File: config.mk
export PLATFORM = sky130hd
export DESIGN_NAME = mac6_seq_ctrl
export DESIGN_NICKNAME = d
export VERILOG_FILES = /design/src/rtl/mac6_seq_ctrl.sv
export SDC_FILE = /design/constraint.sdc
export NUM_CORES = 1
export LEC_CHECK = 0
export CAP_MARGIN = 10
export CORE_AREA = 2 2 80 82
export CTS_BUF_LIST = sky130_fd_sc_hd__clkbuf_16
export DETAILED_ROUTE_END_ITERATION = 7
export DIE_AREA = 0 0 82 84
export HOLD_SLACK_MARGIN = 0.15
export PLACE_DENSITY = 0.78
export SLEW_MARGIN = 5
export SYNTH_ARGS = -nofsm -noshare
export SYNTH_HDL_FRONTEND = slang
export SYNTH_SLANG_ARGS = --single-unit
File: constraint.sdc
create_clock -name clk -period 2.25 [get_ports clk]
set_clock_uncertainty 0.15 [all_clocks]
set_input_delay 0.45 -clock clk [delete_from_list [all_inputs] [get_ports clk]]
set_output_delay 0.45 -clock clk [all_outputs]
set_load 0.01 [all_outputs]
File: src/rtl/mac6_seq_ctrl.sv
// Job sequencer for a single 6-lane MAC PE: issues chunk reads, steers the MAC, returns the sum.
// Optional performance counters are compiled in when MAC6_CTRL_PERF_EN is defined.
module mac6_seq_ctrl #(
  parameter int PE_OUT_WIDTH = 16,
  parameter int LEN_WIDTH    = 10,
  parameter int ADDR_WIDTH   = 8
`ifdef MAC6_CTRL_PERF_EN
  ,
  parameter int PERF_WIDTH   = 32
`endif
) (
  input  logic                    clk,
  input  logic                    rst,
  input  logic                    start,
  input  logic [LEN_WIDTH-1:0]    len,
  input  logic [ADDR_WIDTH-1:0]   base_addr,
  output logic                    busy,
  output logic                    rd_en,
  output logic [ADDR_WIDTH-1:0]   rd_addr,
  output logic                    mac_acc,
  output logic [5:0]              mac_lane_en,
  input  logic [PE_OUT_WIDTH-1:0] mac_sum,
  output logic                    res_valid,
  input  logic                    res_ready,
  output logic [PE_OUT_WIDTH-1:0] res_data
`ifdef MAC6_CTRL_PERF_EN
  ,
  output logic [PERF_WIDTH-1:0]   perf_jobs,
  output logic [PERF_WIDTH-1:0]   perf_busy_cycles
`endif
);

  typedef enum logic [1:0] {IDLE, ISSUE, DRAIN, RESULT} state_t;

  localparam logic [LEN_WIDTH-1:0] CHUNK = LEN_WIDTH'(6);

  state_t               state;
  logic [LEN_WIDTH-1:0] remaining;
  logic [LEN_WIDTH-1:0] chunk;
  logic                 drain_second;

  // Lanes holding valid elements for a chunk with 'left' elements still outstanding.
  function automatic logic [5:0] lane_mask(input logic [LEN_WIDTH-1:0] left);
    if (left >= CHUNK) return 6'h3F;
    return (6'd1 << left[2:0]) - 6'd1;
  endfunction

  always_ff @(posedge clk) begin
    if (rst) begin
      state        <= IDLE;
      busy         <= 1'b0;
      rd_en        <= 1'b0;
      rd_addr      <= '0;
      mac_acc      <= 1'b0;
      mac_lane_en  <= '0;
      res_valid    <= 1'b0;
      res_data     <= '0;
      remaining    <= '0;
      chunk        <= '0;
      drain_second <= 1'b0;
    end else begin
      mac_acc     <= 1'b0;
      mac_lane_en <= '0;
      case (state)
        IDLE: begin
          if (start) begin
            busy <= 1'b1;
            if (len != '0) begin
              remaining <= len;
              chunk     <= '0;
              rd_en     <= 1'b1;
              rd_addr   <= base_addr;
              state     <= ISSUE;
            end else begin
              res_data  <= '0;
              res_valid <= 1'b1;
              state     <= RESULT;
            end
          end
        end
        ISSUE: begin
          // Buffer data for this read arrives next cycle, so steer the MAC for it now.
          mac_acc     <= (chunk != '0);
          mac_lane_en <= lane_mask(remaining);
          if (remaining <= CHUNK) begin
            rd_en        <= 1'b0;
            drain_second <= 1'b0;
            state        <= DRAIN;
          end else begin
            remaining <= remaining - CHUNK;
            chunk     <= chunk + LEN_WIDTH'(1);
            rd_addr   <= rd_addr + ADDR_WIDTH'(1);
          end
        end
        DRAIN: begin
          if (!drain_second) begin
            drain_second <= 1'b1;
          end else begin
            res_data  <= mac_sum;
            res_valid <= 1'b1;
            state     <= RESULT;
          end
        end
        RESULT: begin
          if (res_ready) begin
            res_valid <= 1'b0;
            busy      <= 1'b0;
            state     <= IDLE;
          end
        end
        default: state <= IDLE;
      endcase
    end
  end

`ifdef MAC6_CTRL_PERF_EN
  function automatic logic [PERF_WIDTH-1:0] sat_inc(input logic [PERF_WIDTH-1:0] v);
    return (&v) ? v : v + PERF_WIDTH'(1);
  endfunction

  always_ff @(posedge clk) begin
    if (rst) begin
      perf_jobs        <= '0;
      perf_busy_cycles <= '0;
    end else begin
      if (res_valid && res_ready) perf_jobs <= sat_inc(perf_jobs);
      if (busy) perf_busy_cycles <= sat_inc(perf_busy_cycles);
    end
  end
`endif

endmodule

# Yosys cells after proc, flatten, opt, wreduce, memory -nomap -nowiden
# Index checks and enable logic that the tools add are counted.
# totals
regBits	57
output_inout_bits	34
elab_cells	84
# op_classes
n_addsub	4
order_cmp	2
eq_ne	10
shifts	1
mux	39
n_bitwise	1
reduce_logical	16
# ops
operator	n
$mux 10	6
$mux 16	3
$pmux 10 s2	2
$pmux 16 s2	1
$mux 8	3
$reduce_bool 10->1	2
$pmux 8 s2	1
$reduce_and 4->1	4
$ne 2x2->1 const B	7
$mux 6	2
$mux 1	11
$add 10x1->10 const B	1
$ge 10x3->1 const B	1
$le 10x3->1 const B	1
$mux 2	5
$sub 10x3->10 const B	1
$add 8x1->8 const B	1
$pmux 2 s4	1
$reduce_bool 2->1	4
$pmux 1 s2	3
$shl 1x3->6 const A	1
$sub 6x1->6 const B	1
$reduce_and 5->1	1
$eq 2x2->1 const B	2
other kinds (8)	8

# Depth between registers and ports, before layout
# logic_depth
depth_word	5
depth_mapped	10

# Worst setup path before layout
# OpenSTA, ideal clock, no wires.
# synth_timing
path_type	register to register
start	reg state[0]
end	reg rd_addr[4]
setup_time_ns	0.092
t_arrival_ns	1.793
setup_slack_ns	0.215
path_stages_with_launch	9
path_buffers	2
cell_sequence	dfxtp_1 inv_1 ha_1 buf_4 nor4b_4 a31oi_2 nand2_2 buf_2 o32ai_1
# synth_between
elab_chain_cells	3
elab_cells_between_ends	8
cone_classes	4 x eq/ne; 1 x mux; 3 x reduce/logical
# synth_rtl
element	line_no	rtl
from (decl)	37	state_t state;
from (signal assigned)	50	state <= IDLE;
from (signal assigned)	73	state <= ISSUE;
from (signal assigned)	77	state <= RESULT;
$eq 2x1->1 or $logic_not 2->1 (tied branches)	64	case (state)
$ne 2x2->1 (no line) or $reduce_bool 2->1 (tied branches)	n/a	
$reduce_and 4->1 (no line)	n/a	
to (signal assigned)	72	rd_addr <= base_addr;
to (signal assigned)	92	rd_addr <= rd_addr + ADDR_WIDTH'(1);
to (decl)	19	output logic [ADDR_WIDTH-1:0] rd_addr,
# Parallel ways exist; a longest one is shown, timed or not.
# A chain may end at the register's enable or synchronous reset.

# Worst setup path in the final report
# layout_timing
start	in len[6]
end	reg res_data[14]
# layout_between
elab_chain_cells	3
# layout_rtl
element	line_no	rtl
from (decl)	15	input logic [LEN_WIDTH-1:0] len,
$reduce_bool 10->1	68	if (len != '0) begin
$ne 2x2->1 (no line)	n/a	
$reduce_and 4->1 (no line)	n/a	
to (signal assigned)	99	res_data <= mac_sum;
to (decl)	25	output logic [PE_OUT_WIDTH-1:0] res_data
# No other way between the ends.

==> run metrics <==
status=finished clean; setup ws final=151 ps; max-cap violations=0; fin. max-slew vios=0; Hold Buf Count CTS=0; CTS tree=yes; Rel. slew slack=0.623; syn_area_per_cell=8.66 um^2; Finished Cell Area=0.00410 mm^2; met2 Resource Use GR=0.375; global route hottest layer=met2; initial detailed-routing violation count=85; dpl ws=-181 ps; commonest non-fill, non-tap cell in the layout=clkdlybuf4s50_1; Synth Flop Type=dfxtp_1; crit path DAT=2150 ps; CP required=2310 ps; diode count=0; overall power=4.98 mW; delay-heaviest family, CP=buffers and inverters; cell count after synthesis=331; Slowest cell on crit path=clkdlybuf4s50_1; CP max FO=16; pin count of the biggest net entering global routing=21; TritonCTS Buffers=9; placed cell count=488; initial antenna violation count=0; number of flops mapped to enable cells by yosys=0; met3 Usage GRT=0.0476; Crit. End Element=flip-flop; post-CTS setup buffers=0; number of port buffers=71; FP Rows=29; gpl congestion=0.891; DP Area=0.00381 mm^2; # nets final=472; Total GRT Usage=0.226; sequential element share of the synthesized area=0.398; critical path type=in -> reg; Hold Fails Final Rpt=0; cell area after synthesis=0.00287 mm^2; synth top area cells=dfxtp_1, a21oi_1, ha_1, a22o_1, nor2_1; Core Region=0.00610 mm^2; Die Width=82 um; VDD IR max=0.000794 V; Register Area=0.00114 mm^2; PostCTS Resize Cnt=0; post-synth top area share=0.398; Bufs on Longest Clock Path=2; # DRC=0; Syn Nets=381; Die Span Y=84 um; WP buf/inv=3; first-pass GRT wire length=12000 um; Seq cells post-synth=57; Leak Pwr=1.57 nW; YS warnings=0; leading area contributor after synthesis=dfxtp_1; Die Footprint=0.00689 mm^2; cell area power density=1210 mW/mm^2; fmax=476 MHz; routed wire length=7360 um; I/O Pins=72; GR Layer Usage met1=0.271; Multi-input gate area=0.00158 mm^2; clk_lat worst skew=320 ps; Final Non-Filler Cells=504; root buffer cell=clkbuf_16; number of global-route vias before repair=2638; post-synthesis async set-or-reset flop share=0; hpwl dp=5230 um; Distinct cells, synth=55; RSZ-0062 raised after global routing=false; vias post-DR=2814; Final Critical Period=2100 ps; crit start category=primary input; H-tree levels=3; biggest cell delay along the critical path=430 ps; FILL cells=487; clk sink count=57; HP Class=reg -> reg; vias per cell=5.58; Starting Density=0.470; Avg WL per Cell=14.6 um; area delta synth->final=43.0%; crit-path cells=clkdlybuf4s50_1 -> nor4_2 -> buf_4 -> nand3_1 -> o21ai_0 -> o21ai_1 -> buf_12 -> a22o_1; Reg clk slew, reported paths=50 ps; antenna violation net count after detailed routing=0; Overflow after GRT=0; share of cells above drive strength 1=0.136; Final period util=0.933; Least-Margin Pin Slew=561 ps; DR pass1 iterations=4; commonest cells after routing, fill and taps aside=clkdlybuf4s50_1, dfxtp_1, a21oi_1, nor2_1; Setup Viol. Count Final=0
## cell families (layout without fill, tap and decap cells)
family          Yosys count  count (layout)  share of synthesized area
simple gates            111             111                      0.209
compound gates          109             109                      0.253
flops                    57              57                      0.398
buf+inv                  32             128                     0.0532
fa+ha+maj                12              12                     0.0524
mux                       8               8                     0.0284
xor+xnor                  2               2                    0.00611
## power breakdown
part	internal [mW]	total [mW]	switching, mW
Clock	0.842	1.29	0.449
Sequential	1.23	1.49	0.255
Combinational	1.02	2.20	1.18
Total	3.10	4.98	1.89
## path summary, 6_finish.rpt
check | start | slack [ps] | to | depth (start not counted)
setup / recovery | len[6] | 150 | res_data[14]$_SDFFE_PP0P_ | 8
hold / removal | res_data[6]$_SDFFE_PP0P_ | 330 | res_data[6]$_SDFFE_PP0P_ | 1
setup reg to reg | state[0]$_SDFFE_PP0P_ | 170 | res_data[14]$_SDFFE_PP0P_ | 8
hold reg to reg | res_data[6]$_SDFFE_PP0P_ | 330 | res_data[6]$_SDFFE_PP0P_ | 1
## synth_stat cells (4+ instances only)
cell type and instances:
a22o_1 17, nor3_1 12, mux2i_1 7, o32ai_1 7
nor2_1 27, ha_1 12, dfxtp_1 57, inv_1 13
nand3_1 12, o21ai_0 19, a31oi_1 7, nand2b_1 10
nor2b_1 4, a21oi_1 31, buf_2 8, nand2_1 26
a211oi_1 4, o31ai_1 8, clkbuf_1 6
## flip-flops by register name (all words and copies together) (netlist names)
| name | cells |
|---|---|
| busy | 1 |
| chunk | 10 |
| drain_second | 1 |
| mac_acc | 1 |
| mac_lane_en | 6 |
| rd_addr | 8 |
| rd_en | 1 |
| remaining | 10 |
| res_data | 16 |
| res_valid | 1 |
| state | 2 |
## per-stage QoR
| stage | util | setup TNS (ps) | hold WS (ps) |
|---|---|---|---|
| floorplan | - | 0 | 285 |
| global placement | 0.624 | -2380 | 313 |
| detailed placement | 0.624 | -4370 | 316 |
| CTS | 0.671 | 0 | 328 |
| global route | 0.673 | 0 | 344 |
| finish | 0.673 | 0 | 328 |
## layer usage
| metal | share of wire | up-vias |
|---|---|---|
| met3 | 0.065 | 16 |
| met1 | 0.43 | 1300 |
| met2 | 0.48 | 100 |
| met5 | 0 | - |
| li1 | - | 1398 |
| met4 | 0.025 | 0 |
## worst register-to-register path: stages, from the launching register on
cell     delay [ps]
dfxtp_1         340
inv_1           100
ha_2            230
nor4b_4         270
nand3_1         170
o21ai_0         180
o21ai_1         130
buf_12          170
a22o_1          230
## layout make-up
cell class              count  share of cell area
clock buffers               9              0.0549
clock inverters             7              0.0149
inverters                  13              0.0119
multi-input cells         242               0.386
flip-flops and latches     57               0.278
well taps                  77              0.0235
repair buffers             99               0.231
Power figures use the tool's default switching activity.
